[config.mk]
export PLATFORM = sky130hd
export DESIGN_NAME = lsu
export DESIGN_NICKNAME = d
export VERILOG_FILES = /design/src/rtl/lsu.sv
export SDC_FILE = /design/constraint.sdc
export NUM_CORES = 1
export LEC_CHECK = 0
export CAP_MARGIN = 20
export CORE_MARGIN = 4
export CORE_UTILIZATION = 38
export DETAILED_ROUTE_END_ITERATION = 8
export PLACE_DENSITY = 0.64
export REMOVE_ABC_BUFFERS = 1
export SETUP_SLACK_MARGIN = 0.1
export SYNTH_ARGS = -nofsm -noshare
export SYNTH_HDL_FRONTEND = slang
export SYNTH_SLANG_ARGS = --single-unit
[constraint.sdc]
create_clock -name clk -period 2.6 [get_ports clk]
set_input_delay 0.26 -clock clk [delete_from_list [all_inputs] [get_ports clk]]
set_output_delay 0.26 -clock clk [all_outputs]
set_load 0.01 [all_outputs]
[src/rtl/lsu.sv]
// -----------------------------------------------------------------------------
// lsu - per-thread load/store unit
//
// Converts the operands latched by the thread register file (rs = address,
// rt = store data) into one valid/ready transaction on the memory controller
// read or write channel. Load data is returned on lsu_out for writeback and
// progress is reported to the scheduler on lsu_state. A watchdog aborts a
// request the controller never acknowledges so the core cannot hang.
//
// Ports:
//   clk, reset (async, active-low), enable (thread active; low freezes all)
//   core_state                 scheduler state (REQUEST=3'b011, UPDATE=3'b110)
//   decoded_mem_read_enable    instruction is a load
//   decoded_mem_write_enable   instruction is a store
//   rs, rt                     address operand / store-data operand
//   mem_read_*                 read channel (valid/address out, ready/data in)
//   mem_write_*                write channel (valid/address/data out, ready in)
//   lsu_state                  IDLE=0, REQUESTING=1, WAITING=2, DONE=3
//   lsu_out                    last load result (all ones after a load timeout)
//   lsu_error                  sticky timeout flag, cleared only by reset
// -----------------------------------------------------------------------------
module lsu #(
   parameter int ADDR_BITS      = 8,
   parameter int DATA_BITS      = 8,
   parameter int TIMEOUT_CYCLES = 255
) (
   input  logic                 clk,
   input  logic                 reset,
   input  logic                 enable,
   input  logic [2:0]           core_state,
   input  logic                 decoded_mem_read_enable,
   input  logic                 decoded_mem_write_enable,
   input  logic [7:0]           rs,
   input  logic [7:0]           rt,
   output logic                 mem_read_valid,
   output logic [ADDR_BITS-1:0] mem_read_address,
   input  logic                 mem_read_ready,
   input  logic [DATA_BITS-1:0] mem_read_data,
   output logic                 mem_write_valid,
   output logic [ADDR_BITS-1:0] mem_write_address,
   output logic [DATA_BITS-1:0] mem_write_data,
   input  logic                 mem_write_ready,
   output logic [1:0]           lsu_state,
   output logic [DATA_BITS-1:0] lsu_out,
   output logic                 lsu_error
);

   localparam logic [1:0] S_IDLE       = 2'd0;
   localparam logic [1:0] S_REQUESTING = 2'd1;
   localparam logic [1:0] S_WAITING    = 2'd2;
   localparam logic [1:0] S_DONE       = 2'd3;

   localparam logic [2:0] CORE_REQUEST = 3'b011;
   localparam logic [2:0] CORE_UPDATE  = 3'b110;

   // Last counter value before the watchdog fires; valid is then high for
   // exactly TIMEOUT_CYCLES cycles.
   localparam logic [7:0] TIMEOUT_LAST = 8'(TIMEOUT_CYCLES - 1);

   logic [1:0]           state_q,    state_d;
   logic                 is_read_q,  is_read_d;
   logic                 rd_valid_q, rd_valid_d;
   logic                 wr_valid_q, wr_valid_d;
   logic [ADDR_BITS-1:0] rd_addr_q,  rd_addr_d;
   logic [ADDR_BITS-1:0] wr_addr_q,  wr_addr_d;
   logic [DATA_BITS-1:0] wr_data_q,  wr_data_d;
   logic [DATA_BITS-1:0] out_q,      out_d;
   logic                 err_q,      err_d;
   logic [7:0]           count_q,    count_d;
   logic                 ready_s;

   // Only the ready of the channel owning the transaction counts.
   always_comb begin
      if (is_read_q) begin
         ready_s = mem_read_ready;
      end else begin
         ready_s = mem_write_ready;
      end
   end

   // Next-state and datapath update for the transaction FSM.
   always_comb begin
      state_d    = state_q;
      is_read_d  = is_read_q;
      rd_valid_d = rd_valid_q;
      wr_valid_d = wr_valid_q;
      rd_addr_d  = rd_addr_q;
      wr_addr_d  = wr_addr_q;
      wr_data_d  = wr_data_q;
      out_d      = out_q;
      err_d      = err_q;
      count_d    = count_q;
      if (enable) begin
         case (state_q)
            S_IDLE: begin
               if ((core_state == CORE_REQUEST) &&
                   (decoded_mem_read_enable || decoded_mem_write_enable)) begin
                  // Read wins when both enables are high.
                  is_read_d = decoded_mem_read_enable;
                  state_d   = S_REQUESTING;
               end else begin
                  state_d = S_IDLE;
               end
            end
            S_REQUESTING: begin
               // rs/rt are stable now; capture them and launch the request.
               if (is_read_q) begin
                  rd_addr_d  = rs[ADDR_BITS-1:0];
                  rd_valid_d = 1'b1;
               end else begin
                  wr_addr_d  = rs[ADDR_BITS-1:0];
                  wr_data_d  = rt[DATA_BITS-1:0];
                  wr_valid_d = 1'b1;
               end
               count_d = 8'd0;
               state_d = S_WAITING;
            end
            S_WAITING: begin
               if (ready_s) begin
                  // Ready takes priority over a watchdog expiring this cycle.
                  rd_valid_d = 1'b0;
                  wr_valid_d = 1'b0;
                  if (is_read_q) begin
                     out_d = mem_read_data;
                  end else begin
                     out_d = out_q;
                  end
                  state_d = S_DONE;
               end else if (count_q == TIMEOUT_LAST) begin
                  rd_valid_d = 1'b0;
                  wr_valid_d = 1'b0;
                  err_d      = 1'b1;
                  if (is_read_q) begin
                     out_d = {DATA_BITS{1'b1}};
                  end else begin
                     out_d = out_q;
                  end
                  state_d = S_DONE;
               end else begin
                  count_d = count_q + 8'd1;
               end
            end
            S_DONE: begin
               if (core_state == CORE_UPDATE) begin
                  state_d = S_IDLE;
               end else begin
                  state_d = S_DONE;
               end
            end
            default: begin
               state_d    = S_IDLE;
               rd_valid_d = 1'b0;
               wr_valid_d = 1'b0;
            end
         endcase
      end else begin
         state_d = state_q;
      end
   end

   // State registers with asynchronous active-low clear.
   always_ff @(posedge clk or negedge reset) begin
      if (!reset) begin
         state_q    <= S_IDLE;
         is_read_q  <= 1'b0;
         rd_valid_q <= 1'b0;
         wr_valid_q <= 1'b0;
         rd_addr_q  <= {ADDR_BITS{1'b0}};
         wr_addr_q  <= {ADDR_BITS{1'b0}};
         wr_data_q  <= {DATA_BITS{1'b0}};
         out_q      <= {DATA_BITS{1'b0}};
         err_q      <= 1'b0;
         count_q    <= 8'd0;
      end else begin
         state_q    <= state_d;
         is_read_q  <= is_read_d;
         rd_valid_q <= rd_valid_d;
         wr_valid_q <= wr_valid_d;
         rd_addr_q  <= rd_addr_d;
         wr_addr_q  <= wr_addr_d;
         wr_data_q  <= wr_data_d;
         out_q      <= out_d;
         err_q      <= err_d;
         count_q    <= count_d;
      end
   end

   assign mem_read_valid    = rd_valid_q;
   assign mem_read_address  = rd_addr_q;
   assign mem_write_valid   = wr_valid_q;
   assign mem_write_address = wr_addr_q;
   assign mem_write_data    = wr_data_q;
   assign lsu_state         = state_q;
   assign lsu_out           = out_q;
   assign lsu_error         = err_q;

endmodule

==> flow_metrics.tcl <==
set metrics [dict create \
    drive_gt1_share_pct 17.92 \
    core_um2 5507 \
    htree_levels 2 \
    clk-insertion-delay-late_ns 0.29 \
    fin_cells 312 \
    p_leak_uw 0.001272 \
    min_path_type "in2async" \
    post-route-min-period_ns 2.042 \
    io_buffers 70 \
    setup_violations 0 \
    drtIter0Drc 135 \
    rsz0062_at_grt "false" \
    netlist_area_um2 2147 \
    ys_seq_area_share_pct 53.61 \
    final_cell_mix "clkdlybuf4s50_1 (69), dfrtp_1 (46), mux2_2 (23)" \
    max_stage_delay_ns 0.45 \
    synthArstFlopShare_pct 100.0 \
    fp.dieW_um 83.17 \
    die_area_um2 6916 \
    drv_slew 0 \
    power_density_nw_per_um2 871.1 \
    fin_crit_sh_pct 78.52 \
    cts_tree "yes" \
    ios 71 \
    cp-end-kind "flip-flop" \
    synth_cell_type_count 44 \
    arrival_ns 2.22 \
    vias 1655 \
    antenna_found_initial 0 \
    first_global_vias 1737 \
    max-vdd-ir-drop_mv 0.5569 \
    critPathSlowestCell "dfrtp_1" \
    synth-edff-count 0 \
    syn_avg_cell_area_um2 13.01 \
    fmax_mhz 489.8 \
    wirelength_um 4828 \
    path_common_cell "inv_1" \
    drv_cap 0 \
    finalSetupTns_ns 0 \
    gp_congestion 0.7783 \
    crit_chain "inv_1, ha_1, inv_1, or3_1, o311ai_0" \
    routedWlPerCell_um 15.47 \
    timing.max_slew.rel_slack_pct 66.15 \
    die_y_um 83.17 \
    nets 280 \
    start_util_pct 38.99 \
    dp_hpwl_um 3551 \
    synth_cells 165 \
    grtUsageTotal_pct 14.74 \
    row_count 27 \
    finalHoldViolCount 0 \
    antenna_cells 0 \
    clockBufferDepth 2 \
    crit_type "reg2reg" \
    yosys_warnings 0 \
    critical-path-top-delay-family "flip-flops" \
    skew_ns 0.007379 \
    cp_num_buf_inv 2 \
    post_cts_buffers 0 \
    clockRootBuffer "clkbuf_8" \
    cp.required_ns 2.78 \
    cp_max_fo 12 \
    clk_pin_slew_worst_paths_ns 0.08 \
    grt_max_degree 47 \
    vias_per_cell 5.304 \
    first_pass_iters 4 \
    synthFlopType "dfrtp_1" \
    finalPower_uw 2632 \
    cts_buffers 5 \
    drc 0 \
    grt-ovfl-total 0 \
    post-place-cells 303 \
    status "completed" \
    ys_ff_latch 46 \
    cts_resized 0 \
    clock-sinks 46 \
    crit_path_start_kind "flip-flop" \
    ant_nets 0 \
    area.growth.synth_to_final_pct 40.73 \
    layout_commonest_cell "clkdlybuf4s50_1" \
    grt_pass1_wl_um 8424 \
    worstMarginPinSlew_ns 0.5062 \
]
cell families after synthesis:
family / synth area share, %
fa+ha+maj: 3.496
buf+inv: 2.389
compound gates: 12.53
mux: 15.56
flops: 53.61
simple gates: 12.41
stage by stage:
stage | hold slack [ns] | setup slack [ns] | utilization (%) | cell area, µm²
after floorplan | -0.03559 | 0.8448 | - | 2118
after global placement | 0.4705 | 0.5568 | 52.87 | 2912
after detailed placement | 0.4656 | 0.5938 | 52.87 | 2912
after CTS | 0.1782 | 0.5609 | 54.33 | 2992
after global routing | 0.3330 | 0.3595 | 54.87 | 3022
final | 0.3223 | 0.5585 | 54.87 | 3022
where the power goes:
| part | internal [µW] | total (µW) | leakage (µW) | switching (µW) |
|---|---|---|---|---|
| registers | 967 | 1130 | 0.000586 | 159 |
| logic | 679 | 1100 | 0.000648 | 418 |
| clock network | 185 | 409 | 0.0000373 | 225 |
flip-flops by register name, summed over array words and instances (netlist names):
register / flops
mem_read_address: 8
mem_write_address: 8
mem_write_valid: 1
lsu_state: 2
lsu_error: 1
mem_write_data: 8
mem_read_valid: 1
lsu_out: 8
is_read_q: 1
count_q: 8
Yosys cell counts (3+ instances only):
cell       n  area share (%)
dfrtp_1   46              54
mux2_2    23              12
nand2_1    9             1.6
o22a_1     9             3.7
nand3_1    8             1.9
ha_1       6             3.5
inv_1      6             1.0
nor2_1     4            0.70
a21oi_1    3            0.70
nand2b_1   3            0.87
o211ai_1   3             1.0
area by class of cell:
cell class / count / area [µm²]
flip-flops and latches: 46 / 1151
clock inverters: 1 / 7.507
well taps: 72 / 90.09
inverters: 6 / 22.52
fillers: 490 / 2485
repair buffers: 73 / 733.2
clock buffers: 6 / 72.57
multi-input cells: 108 / 944.7
path summary, 6_finish.rpt:
path / startpoint / end / depth (start not counted) / slack, ns
max: lsu_state[0] / count_q[6] / 5 / 0.56
min: reset / lsu_out[1] / 2 / 0.32
max reg2reg: lsu_state[0] / count_q[6] / 5 / 0.56
min reg2reg: lsu_error / lsu_error / 1 / 0.49
max in group asynchronous: reset / is_read_q / 3 / 1.82
min in group clk: lsu_error / lsu_error / 1 / 0.49
per-layer routing:
layer  share of wire [%]  vias up  track usage (%)
met3                 9.9        4            7.143
met2                  47       63            23.18
met5                   0        -                0
met1                  43      821            18.64
met4                0.52        0            2.675
li1                    -      767                -
what timing repair did:
action	4_1_cts	5_1_grt
hold buffers	0	1
endpoints found under the setup margin	0	0
hold endpoints to repair	0	5
Note: power is estimated with default switching activity, not from simulation.
